$ cat config.mk
export PLATFORM = sky130hd
export DESIGN_NAME = mem_ctrl
export DESIGN_NICKNAME = d
export VERILOG_FILES = /design/src/rtl/mem_ctrl_pkg.sv /design/src/rtl/mem_byte_pack.sv /design/src/rtl/mem_ctrl.sv
export SDC_FILE = /design/constraint.sdc
export NUM_CORES = 1
export LEC_CHECK = 0
export ABC_AREA = 1
export BUFFER_PORTS_ARGS = -buffer_cell sky130_fd_sc_hd__buf_4
export CORE_UTILIZATION = 48
export CTS_CLUSTER_DIAMETER = 100
export DETAILED_ROUTE_END_ITERATION = 12
export PLACE_DENSITY = 0.73
export SETUP_SLACK_MARGIN = 0.05
export SLEW_MARGIN = 20
export SYNTH_ARGS = -nofsm -noshare
export SYNTH_HDL_FRONTEND = slang
export SYNTH_SLANG_ARGS = --single-unit
$ cat constraint.sdc
create_clock -name clk_in -period 2.9 [get_ports clk_in]
set_clock_uncertainty 0.15 [all_clocks]
set_input_delay 0.58 -clock clk_in [delete_from_list [all_inputs] [get_ports clk_in]]
set_output_delay 0.58 -clock clk_in [all_outputs]
set_load 0.01 [all_outputs]
$ cat src/rtl/mem_ctrl_pkg.sv
// Shared constants and types for the byte-wide RAM port controller.
// Latency: n/a (declarations only).
// Backpressure: n/a.
package mem_ctrl_pkg;

  typedef enum logic [2:0] {
    MC_IDLE   = 3'd0,
    MC_IF_RD  = 3'd1,
    MC_MEM_RD = 3'd2,
    MC_MEM_WR = 3'd3,
    MC_DONE   = 3'd4
  } mc_state_t;

  localparam logic [1:0] LenByte = 2'd0;
  localparam logic [1:0] LenHalf = 2'd1;
  localparam logic [1:0] LenWord = 2'd2;

  // addr[17:16] value that selects the IO region
  localparam logic [1:0] IO_ADDR_HI = 2'b11;

  localparam logic True_v  = 1'b1;
  localparam logic False_v = 1'b0;

  // Byte count for a MEM access; code 3 is treated as a word.
  function automatic logic [2:0] len_to_n(input logic [1:0] len);
    case (len)
      LenByte: return 3'd1;
      LenHalf: return 3'd2;
      default: return 3'd4;
    endcase
  endfunction

endpackage

$ cat src/rtl/mem_byte_pack.sv
// Byte lane select/insert on a little-endian 32-bit word.
// Latency: combinational.
// Backpressure: none.
// Ports: idx - byte lane; word_in - source word; byte_in - byte to insert;
//        byte_out - lane idx of word_in; word_out - word_in with lane idx = byte_in.
module mem_byte_pack (
  input  logic [1:0]  idx,
  input  logic [31:0] word_in,
  input  logic [7:0]  byte_in,
  output logic [7:0]  byte_out,
  output logic [31:0] word_out
);

  always_comb begin
    byte_out = word_in[{idx, 3'b000} +: 8];
    word_out = word_in;
    word_out[{idx, 3'b000} +: 8] = byte_in;
  end

endmodule

$ cat src/rtl/mem_ctrl.sv
// Arbitrates IF fetches and MEM loads/stores onto one byte-wide RAM port.
// Latency: read done at C1+n+1, write done at C1+n (C1 = first cycle after accept).
// Backpressure: requesters hold req until their done pulse; MEM wins ties; IF flushable.
// Ports: clk_in/rst_in (sync, active high); if_* fetch requester; mem_* load/store
//        requester; flush_in aborts a fetch; busy_out = not idle; ram_* byte RAM port.
// Optional: define MEM_CTRL_IO_GUARD_EN to add io_buffer_full_in, which stalls
//        stores to the IO region (addr[17:16] == IO_ADDR_HI) while it is high.
module mem_ctrl #(
  parameter int         ADDR_WIDTH = 32,
  parameter logic [1:0] IO_ADDR_HI = mem_ctrl_pkg::IO_ADDR_HI
) (
  input  logic                  clk_in,
  input  logic                  rst_in,
  input  logic                  if_req_in,
  input  logic [ADDR_WIDTH-1:0] if_addr_in,
  output logic                  if_done_out,
  output logic [31:0]           if_inst_out,
  input  logic                  mem_req_in,
  input  logic                  mem_we_in,
  input  logic [1:0]            mem_len_in,
  input  logic [ADDR_WIDTH-1:0] mem_addr_in,
  input  logic [31:0]           mem_wdata_in,
  output logic                  mem_done_out,
  output logic [31:0]           mem_rdata_out,
  input  logic                  flush_in,
  output logic                  busy_out,
  output logic [ADDR_WIDTH-1:0] ram_a_out,
  output logic                  ram_wr_out,
  output logic [7:0]            ram_dout_out,
  input  logic [7:0]            ram_din_in
`ifdef MEM_CTRL_IO_GUARD_EN
  ,
  input  logic                  io_buffer_full_in
`endif
);

  import mem_ctrl_pkg::*;

  mc_state_t             state_q, state_d;
  logic [2:0]            acnt_q, acnt_d;     // index of the byte address on ram_a_out
  logic [2:0]            n_q, n_d;
  logic [ADDR_WIDTH-1:0] base_q, base_d;
  logic [31:0]           wdata_q, wdata_d;
  logic [31:0]           asm_q, asm_d;

  logic [ADDR_WIDTH-1:0] ram_a_d;
  logic                  ram_wr_d;
  logic [7:0]            ram_dout_d;
  logic                  if_done_d, mem_done_d, busy_d;
  logic [31:0]           if_inst_d, mem_rdata_d;

  logic io_full;
`ifdef MEM_CTRL_IO_GUARD_EN
  assign io_full = io_buffer_full_in;
`else
  assign io_full = 1'b0;
`endif

  logic [2:0]            next_idx, issue_idx;
  logic [1:0]            rd_idx;
  logic [ADDR_WIDTH-1:0] issue_addr;
  logic                  issue_blk, accept_blk, rd_last, wr_last;

  assign next_idx   = acnt_q + 3'd1;
  // A write byte is retried in place until it actually goes out with ram_wr high.
  assign issue_idx  = ram_wr_out ? next_idx : acnt_q;
  assign issue_addr = base_q + ADDR_WIDTH'(issue_idx);
  assign issue_blk  = io_full && (issue_addr[17:16] == IO_ADDR_HI);
  assign accept_blk = io_full && (mem_addr_in[17:16] == IO_ADDR_HI);
  // Read data lags its address by one cycle, so the lane being captured is acnt-1.
  assign rd_idx     = acnt_q[1:0] - 2'd1;
  assign rd_last    = (acnt_q == n_q);
  assign wr_last    = ram_wr_out && (next_idx == n_q);

  logic [1:0]  pack_idx;
  logic [31:0] pack_word_in, pack_word_out;
  logic [7:0]  pack_byte_out;

  assign pack_idx     = (state_q == MC_MEM_WR) ? issue_idx[1:0] : rd_idx;
  assign pack_word_in = (state_q == MC_MEM_WR) ? wdata_q : asm_q;

  mem_byte_pack u_pack (
    .idx      (pack_idx),
    .word_in  (pack_word_in),
    .byte_in  (ram_din_in),
    .byte_out (pack_byte_out),
    .word_out (pack_word_out)
  );

  // State register
  always_ff @(posedge clk_in) begin
    if (rst_in) state_q <= MC_IDLE;
    else        state_q <= state_d;
  end

  // Next-state logic
  always_comb begin
    state_d = state_q;
    case (state_q)
      MC_IDLE: begin
        if (mem_req_in)                   state_d = mem_we_in ? MC_MEM_WR : MC_MEM_RD;
        else if (if_req_in && !flush_in)  state_d = MC_IF_RD;
      end
      MC_IF_RD: begin
        if (flush_in)     state_d = MC_IDLE;
        else if (rd_last) state_d = MC_DONE;
      end
      MC_MEM_RD: if (rd_last) state_d = MC_DONE;
      MC_MEM_WR: if (wr_last) state_d = MC_DONE;
      MC_DONE:   state_d = MC_IDLE;
      default:   state_d = MC_IDLE;
    endcase
  end

  // Output / datapath next values; everything is registered below.
  always_comb begin
    acnt_d      = acnt_q;
    n_d         = n_q;
    base_d      = base_q;
    wdata_d     = wdata_q;
    asm_d       = asm_q;
    ram_a_d     = '0;
    ram_wr_d    = False_v;
    ram_dout_d  = 8'h00;
    if_done_d   = False_v;
    mem_done_d  = False_v;
    if_inst_d   = if_inst_out;
    mem_rdata_d = mem_rdata_out;

    case (state_q)
      MC_IDLE: begin
        if (mem_req_in) begin
          base_d  = mem_addr_in;
          n_d     = len_to_n(mem_len_in);
          wdata_d = mem_wdata_in;
          asm_d   = 32'h0;
          acnt_d  = 3'd0;
          ram_a_d = mem_addr_in;
          if (mem_we_in && !accept_blk) begin
            ram_wr_d   = True_v;
            ram_dout_d = mem_wdata_in[7:0];
          end
        end else if (if_req_in && !flush_in) begin
          base_d  = if_addr_in;
          n_d     = 3'd4;
          asm_d   = 32'h0;
          acnt_d  = 3'd0;
          ram_a_d = if_addr_in;
        end
      end

      MC_IF_RD, MC_MEM_RD: begin
        if (state_q == MC_IF_RD && flush_in) begin
          acnt_d = 3'd0;
        end else begin
          if (acnt_q != 3'd0) asm_d = pack_word_out;
          if (rd_last) begin
            acnt_d = 3'd0;
            if (state_q == MC_IF_RD) begin
              if_done_d = True_v;
              if_inst_d = pack_word_out;
            end else begin
              mem_done_d  = True_v;
              mem_rdata_d = pack_word_out;
            end
          end else begin
            acnt_d = next_idx;
            if (next_idx < n_q) ram_a_d = base_q + ADDR_WIDTH'(next_idx);
          end
        end
      end

      MC_MEM_WR: begin
        if (wr_last) begin
          mem_done_d = True_v;
          acnt_d     = 3'd0;
        end else begin
          acnt_d     = issue_idx;
          ram_a_d    = issue_addr;
          ram_wr_d   = !issue_blk;
          ram_dout_d = issue_blk ? 8'h00 : pack_byte_out;
        end
      end

      default: ;
    endcase

    busy_d = (state_d != MC_IDLE) ? True_v : False_v;
  end

  always_ff @(posedge clk_in) begin
    if (rst_in) begin
      acnt_q        <= 3'd0;
      n_q           <= 3'd0;
      base_q        <= '0;
      wdata_q       <= 32'h0;
      asm_q         <= 32'h0;
      ram_a_out     <= '0;
      ram_wr_out    <= 1'b0;
      ram_dout_out  <= 8'h00;
      if_done_out   <= 1'b0;
      mem_done_out  <= 1'b0;
      if_inst_out   <= 32'h0;
      mem_rdata_out <= 32'h0;
      busy_out      <= 1'b0;
    end else begin
      acnt_q        <= acnt_d;
      n_q           <= n_d;
      base_q        <= base_d;
      wdata_q       <= wdata_d;
      asm_q         <= asm_d;
      ram_a_out     <= ram_a_d;
      ram_wr_out    <= ram_wr_d;
      ram_dout_out  <= ram_dout_d;
      if_done_out   <= if_done_d;
      mem_done_out  <= mem_done_d;
      if_inst_out   <= if_inst_d;
      mem_rdata_out <= mem_rdata_d;
      busy_out      <= busy_d;
    end
  end

endmodule

======== Yosys cells after proc, flatten, opt, wreduce, memory -nomap -nowiden ========
Cells that the tools add are included.
Widths: inputs -> output; s select.
word-level totals
  word-level logic and storage cells ...... 104
  bits in registers ....................... 213
  input bits .............................. 112
  output and inout bits ................... 108
cells by class
  equality and inequality tests ........... 9
  bitwise operators ....................... 4
  reduce and logical (&&, ||, !) cells .... 19
  mux-type cells .......................... 49
  shift-type cells ........................ 3
  $lt $le $gt $ge ......................... 1
  add/subtract/negate cells ............... 5
operator list
  cell                    count
  $mux 32                 13
  $pmux 32 s3             1
  $add 32x3->32           2
  $pmux 32 s2             1
  $mux 3                  13
  $bwmux 32               1
  $shift 8x7->32 const A  1
  $shiftx 32x6->8         1
  $shiftx 8x7->32         1
  $mux 8                  3
  $pmux 8 s2              1
  $pmux 3 s4              1
  $reduce_and 4->1        3
  $mux 1                  10
  $pmux 3 s3              1
  $reduce_bool 3->1       3
  $neg 5->7               1
  $eq 3x2->1 const B      2
  $eq 3x3->1              2
  $pmux 3 s2              1
  $reduce_and 2->1        3
  $ne 2x2->1 const B      2
  $not 1->1               4
  $pmux 1 s2              2
  other kinds (14)        17

======== Logic depth before layout (Yosys ltp) ========
Gate-level depths: netlist (run 1).
  depth in word-level cells ............... 9
  depth in mapped cells ................... 17
  gate-level depth less buffers ........... 17

======== Hierarchy ========
A second synthesis (run 1) with hierarchy kept.
unflattened totals
  cell total of the unflattened synthesis .. 1777
  area, all modules ....................... 11327.1 µm²
by module, submodules not included
  module         cells each  instances  area an instance (µm²)
  mem_ctrl       1550        1          10306.1
  mem_byte_pack  227         1          1021.0

======== Worst setup path before layout (run 1) ========
No wires, ideal clock.
  kind .................................... reg-to-reg
  start ................................... reg acnt_q[0]
  end ..................................... reg asm_q[1]
  buffers on the path ..................... 1
  required time ........................... 2680 ps
  clock period less this slack ............ 2820 ps
  arrival ................................. 2599 ps
  cell stages (with the launch flop) ...... 16
  slack ................................... 80 ps
  cells stage by stage .................... dfxtp_1 inv_1 ha_1 nand2_1 o21ai_0 nand2_1 o21ai_2 inv_2 ha_1 buf_2 inv_1 nor3b_2 nand3_1 o21ai_0 nand3_1 a21oi_1
on the way
  longest elaborated chain between the ends .. 9
RTL lines
  element                                            line                 text
  start, declared                                    mem_ctrl.sv:40       logic [2:0] acnt_q, acnt_d;
  start signal, assigned                             mem_ctrl.sv:207      acnt_q <= acnt_d;
  $add 3x1->3                                        mem_ctrl.sv:64       assign next_idx = acnt_q + 3'd1;
  $mux 3                                             mem_ctrl.sv:66       assign issue_idx = ram_wr_out ? next_idx : acnt_q;
  $mux 2                                             mem_ctrl.sv:79       assign pack_idx = (state_q == MC_MEM_WR) ? issue_idx[1:0] : rd_idx;
  $neg 5->7                                          mem_byte_pack.sv:17  word_out[{idx, 3'b000} +: 8] = byte_in;
  $shiftx 8x7->32 or $shift 8x7->32 (tied branches)  mem_byte_pack.sv:17
  $bwmux 32                                          mem_byte_pack.sv:17
  $mux 32                                            mem_ctrl.sv:156      if (acnt_q != 3'd0) asm_d = pack_word_out;
  $mux 32                                            mem_ctrl.sv:153      if (state_q == MC_IF_RD && flush_in) begin
  $pmux 32 s2                                        mem_ctrl.sv:130      case (state_q)
  end signal, assigned                               mem_ctrl.sv:211      asm_q <= asm_d;
  end, declared                                      mem_ctrl.sv:44       logic [31:0] asm_q, asm_d;
Several ways; a longest one is shown, not always the timed one. The select of a mux whose other input is x is not followed.
A chain may end at the register's enable or synchronous reset.

======== Worst setup path after layout (run 1) ========
  start ................................... reg acnt_q[0]
  end ..................................... reg asm_q[3]
Same word-level chain as after synthesis.

==> reports/metrics.cfg, run 1 <==
[power_and_ir_drop]
power_leakage_nw = 6.88
power_mw = 8.36
vdd_drop_max_v = 0.000432
power_density_nw_per_um2 = 588

[place]
gp_congestion = 1.00
numPortBuffers = 219
dpl_worst_slack_ps = 39.2
placed_cells = 2271
hpwl_um = 29400

[global_route]
gr-total-overflow = 0
antenna_found_initial = 0
grt_max_degree = 97
grt_pass1_vias = 11448
grt_first_pass_wirelength_um = 60400
grt_usage_pct = 32.1

[worst_setup_path]
worst_setup_path_start_kind = register
crit_required_ps = 3200
r2r-end = asm_q[3]
path_class = reg -> reg
cp_max_fo = 8
r2r-start = acnt_q[0]
cp-startpoint = acnt_q[0]
r2r_setup_slack_ps = 230
end_kind = register
cp.arrival_ps = 2980
crit_end = asm_q[3]
reg2regPathDepth = 11

[yosys]
seq_area_frac_synth_pct = 38.0
synth.top_cell.area_share_pct = 38.0
synth.most_common_cell = nand2_1
synth_edf_count = 0
yosys.area.top_type = dfxtp_1
ys.flop_type = dfxtp_1
synth_cell_types = 38
yosys_warnings = 0
synth-seq-cells = 213
synthTopCellsByArea = dfxtp_1 (38%), nand2_1 (18%), nand3_1 (8.4%)
postSynthAreaPerCell_um2 = 6.34
netlist_area_um2 = 11200
async_flop_share_pct = 0
syn_inst = 1772
netlist_top_cells_count = nand2_1 (527), dfxtp_1 (213), nand3_1 (189), nor2_1 (181), inv_1 (180)
syn_nets = 1902

[route]
ant_nets = 0
viasPerCell = 5.24
drt_iter0_drc = 700
drc = 0
avgRoutedWirePerCell_um = 16.9
drt-total-wl_um = 39200
num_vias = 12126
first_pass_iters = 5

[timing]
hold_viol = 0
setup_viol = 0
slew_headroom_pct = 58.5
maxSlewViolCount = 0
min_period_ps = 2670
timing.final.crit_share_pct = 92.2
layout_setup_ws_ps = 226
setup-tns-final_ps = 0
max_freq_ghz = 0.374
rsz0062_at_grt = false
max_slew.worst_pin.slew_ps = 616

[die]
rows = 55
die_area_um2 = 24000
boundaryPins = 220
die_w_um = 155
core_um2 = 22800
initial_core_util_pct = 49.3
die_y_um = 155

[clock_network]
cts.clk_slew.worst_paths_ps = 70
htree_levels = 1
tritoncts = done
numCtsBuffers = 24
clock_latency_ps = 530
cts.sinks = 213
cts-root-buf = clkbuf_16
clockBufferDepth = 3

[final_layout]
area_growth_pct = 26.4
layout.cells.non_filler = 2313
fillers = 2174
multi_input_area_um2 = 5920
fin_nets = 2114
seqCellArea_um2 = 4270
n_antenna_cell = 0
drive_gt1_share_pct = 18.8

[run]
max_cap_violations = 0

[hold_path]
hold_path.class = in -> reg
whs_path_depth = 3

[status]
outcome = finished, final reports clean

==> sequential cells by signal, summed over array words and instances (netlist names) <==
register,flops
acnt_q,3
mem_done_out,1
wdata_q,32
asm_q,32
ram_wr_out,1
base_q,32
if_inst_out,32
mem_rdata_out,32
if_done_out,1
busy_out,1
state_q,3
ram_a_out,32
n_q,3
ram_dout_out,8
==> stage by stage <==
| step | utilization [%] | cell area (um^2) | hold slack [ps] |
|---|---|---|---|
| after floorplan | - | 11200 | 294 |
| after global placement | 58.6 | 13400 | 302 |
| after detailed placement | 58.6 | 13400 | 305 |
| after CTS | 62.1 | 14100 | 113 |
| after global routing | 62.4 | 14200 | 125 |
| final | 62.4 | 14200 | 118 |
==> worst min-delay path by stage <==
stage / startpoint / slack [ps] / end
2_1_floorplan: asm_q[0] / 290 / asm_q[0]
3_3_place_gp: asm_q[8] / 300 / asm_q[8]
3_5_place_dp: asm_q[26] / 310 / asm_q[26]
4_1_cts: mem_wdata_in[15] / 110 / wdata_q[15]
5_1_grt: mem_wdata_in[25] / 120 / wdata_q[25]
6_report: mem_wdata_in[15] / 120 / wdata_q[15]
==> report_power, final <==
group,leakage (nW),switching (mW),internal [mW]
sequential,1.74,0.210,3.21
clock,0.389,1.26,1.75
combinational,4.75,1.21,0.711
==> layer usage <==
| layer | GRT usage (%) | vias up | share of wire [%] |
|---|---|---|---|
| li1 | - | 6050 | - |
| met1 | 37.6 | 5559 | 40 |
| met2 | 58.7 | 424 | 50 |
| met3 | 3.54 | 93 | 5.2 |
| met4 | 14.2 | 0 | 4.5 |
| met5 | 0 | - | 0 |
==> timing repair <==
action,4_1_cts,5_1_grt
gates resized for setup,3,27
hold buffers,0,0
buffers inserted,0,0
endpoints found under the setup margin,3,89
==> cell usage in the layout, fill, tap and decap left out, types with 9 or more instances in the layout <==
| master | count |
|---|---|
| a21oi_1 | 130 |
| buf_4 | 269 |
| clkbuf_16 | 24 |
| dfxtp_1 | 212 |
| ha_1 | 14 |
| inv_1 | 179 |
| inv_2 | 9 |
| nand2_1 | 523 |
| nand3_1 | 187 |
| nor2_1 | 172 |
| nor2_2 | 9 |
| o21ai_0 | 148 |
| or2_1 | 9 |
| or2_2 | 18 |
==> logic make-up (layout without fill, tap and decap cells) <==
logic type	count (synthesis)	count (layout)	share of synthesized area, %
buffers and inverters	279	507	9.99
DFF	213	213	38.0
AOI/OAI and AO/OA	312	312	14.5
xor gates and xnor gates	8	8	0.624
adders and majority gates	18	18	2.14
and+or+nand+nor	942	942	34.7
==> final cells by class <==
class	count	area share (%)
tap	313	2.76
clock inverter	13	0.942
inverter	190	5.02
timing repair buffer	275	15.1
sequential	213	30.0
clock buffer	29	4.50
multi-input combinational	1280	41.7
==> critical path: stages, from the launching register on <==
cell     delay, ps
dfxtp_1        370
inv_1           70
ha_1           300
buf_4          170
o21ai_2        230
ha_1           320
nor3b_2        190
buf_4          170
nand3_1         90
o21ai_0        250
nand3_1        130
a21oi_1        150
No activity file was read; power rests on OpenSTA's default activity.
==> run 2: changes to the inputs <==
--- a/config.mk
+++ b/config.mk
@@ -10,7 +10,7 @@
 export CORE_UTILIZATION = 48
 export CTS_CLUSTER_DIAMETER = 100
 export DETAILED_ROUTE_END_ITERATION = 12
-export PLACE_DENSITY = 0.73
+export PLACE_DENSITY_LB_ADDON = 0.1
 export SETUP_SLACK_MARGIN = 0.05
 export SLEW_MARGIN = 20
 export SYNTH_ARGS = -nofsm -noshare
==> run 2 against run 1 <==
Effect of this change:
- highest routed layer unchanged
- via count shrank 1.2%
- final cell count shrank 0.73%
- maximum frequency is essentially flat
- sequential cell count is the same
- sequential share of layout area grew 0.23 points
- combinational power is essentially flat
==> reports/metrics.cfg, run 2 (synthesized netlist as in run 1, its figures left out) <==
[status]
outcome = finished, final reports clean

[clock_network]
cts-root-buf = clkbuf_16
clock_latency_ps = 540  ; about the same
cts.clk_slew.worst_paths_ps = 60  ; about the same
tritoncts = done
htree_levels = 1  ; unchanged
cts.sinks = 213  ; unchanged
clockBufferDepth = 3  ; unchanged
numCtsBuffers = 24  ; unchanged
cts_setup_buffers = 0  ; unchanged

[hold_path]
min_from = mem_wdata_in[19]
hold_path.class = in -> reg
whs_path_depth = 3  ; unchanged
holdPathEnd = wdata_q[19]

[worst_setup_path]
end_kind = register
cp.arrival_ps = 2960  ; -20 ps
r2r_setup_slack_ps = 230  ; about the same
crit_required_ps = 3190  ; about the same
reg2regPathDepth = 14  ; +3
path_class = reg -> reg
r2r-end = ram_a_out[29]
r2r-start = acnt_q[0]
cp_max_fo = 6  ; -2
worst_setup_path_start_kind = register

[global_route]
gr-total-overflow = 0  ; unchanged
grt_max_degree = 97  ; unchanged
grt_pass1_vias = 11062  ; -3.4%
grt_usage_pct = 30.0  ; -2.1 points
grt_first_pass_wirelength_um = 57300  ; -5.2%
antenna_found_initial = 0  ; unchanged

[timing]
timing.final.crit_share_pct = 92.2  ; about the same
max_slew.worst_pin.slew_ps = 613  ; -3.16 ps
setup-tns-final_ps = 0  ; unchanged
whs_ps = 109  ; -9.61 ps
max_freq_ghz = 0.374  ; about the same
slew_headroom_pct = 59.1  ; +0.59 points
maxSlewViolCount = 0  ; unchanged
layout_setup_ws_ps = 227  ; +0.755 ps
min_period_ps = 2670  ; -0.755 ps
hold_viol = 0  ; unchanged
rsz0062_at_grt = true
setup_viol = 0  ; unchanged

[final_layout]
n_antenna_cell = 0  ; unchanged
final_common_cell = nand2_1
drive_gt1_share_pct = 18.1  ; -0.75 points
final_cell_mix = nand2_1 (523), buf_4 (253), dfxtp_1 (213)
area_growth_pct = 25.4
fin_area_um2 = 14100  ; -0.79%
fin_nets = 2098  ; -0.76%
final_util_pct = 61.9  ; -0.49 points
layout.cells.non_filler = 2296  ; -0.73%
fillers = 2197  ; +1.1%

[place]
placed_cells = 2255  ; -0.70%
numPortBuffers = 219  ; unchanged
placedInstanceArea_um2 = 13200  ; -0.90%
hpwl_um = 27000  ; -8.2%
dpl_worst_slack_ps = 62.9  ; +23.7 ps
gp_congestion = 0.977  ; -2.4%

[die]
die_w_um = 155  ; unchanged
die_area_um2 = 24000  ; unchanged
die_y_um = 155  ; unchanged
initial_core_util_pct = 49.3  ; unchanged
boundaryPins = 220  ; unchanged
rows = 55  ; unchanged
core_um2 = 22800  ; unchanged

[power_and_ir_drop]
power_mw = 8.37  ; +0.13%
vdd_drop_max_v = 0.000457  ; +5.9%
power_density_nw_per_um2 = 594  ; +0.93%
power_leakage_nw = 6.78  ; -1.5%

[route]
routed-wl-met3_um = 2420  ; +18%
avgRoutedWirePerCell_um = 15.9  ; -5.9%
wl_met2_um = 18200  ; -7.0%
wirelength_met1_um = 14700  ; -6.9%
drt_iter0_drc = 701  ; +0.14%
num_vias = 11980  ; -1.2%
drc = 0  ; unchanged
drt-total-wl_um = 36600  ; -6.6%
first_pass_iters = 5  ; unchanged
top_layer = met4
ant_nets = 0  ; unchanged
viasPerCell = 5.22  ; -0.47%

[run]
max_cap_violations = 0  ; unchanged

run 2: cell count changes in the layout (fill, tap and decap cells not counted), moves of 2 or more:
cell / change
clkbuf_1: +4
o21ai_0: +2
clkinv_2: -6
nor2_1: -5
nor2_4: -3
o21ai_2: -2
nor2_2: +8
buf_4: -16
run 2: layout make-up:
type	count	area [um^2]	area share, %
clock buffer	34	668	4.74
inverter	190	713	5.06
clock inverter	7	116	0.826
sequential	213	4260	30.3
tap	313	392	2.78
multi-input combinational	1280	5920	42.0
timing repair buffer	259	2020	14.3
run 2: how the worst max path moves through the flow:
stage	startpoint	endpoint	depth (start not counted)
after floorplan	acnt_q[0]	asm_q[1]	15
after global placement	acnt_q[1]	ram_a_out[18]	16
after detailed placement	acnt_q[1]	ram_a_out[26]	16
after CTS	acnt_q[1]	ram_a_out[26]	16
after global routing	acnt_q[1]	ram_a_out[10]	16
final	acnt_q[0]	ram_a_out[29]	14
run 2: worst max-delay path, cell delays in order, from the launching register on:
cell	delay [ps]
dfxtp_1	310
buf_4	160
ha_1	230
xor2_2	170
buf_4	150
ha_1	310
inv_1	60
nand2_1	120
nand3_1	200
nor2_1	290
nand3_1	110
nand3_1	100
nand3_1	120
nand2_1	80
inv_1	30
run 2: what timing repair did:
item	4_1_cts	5_1_grt
hold buffers	0	0
resized for setup	0	28
setup endpoints to repair	0	102
run 2: power breakdown:
group / internal (mW) / switching, mW / leakage (nW)
sequential: 3.21 / 0.213 / 1.74
clock: 1.79 / 1.25 / 0.378
combinational: 0.697 / 1.21 / 4.66
run 2: per-layer routing:
layer / up-vias / GRT usage [%]
met5: - / 0
met4: 0 / 11.7
met3: 78 / 4.60
met2: 415 / 53.8
met1: 5466 / 35.8
li1: 6021 / -
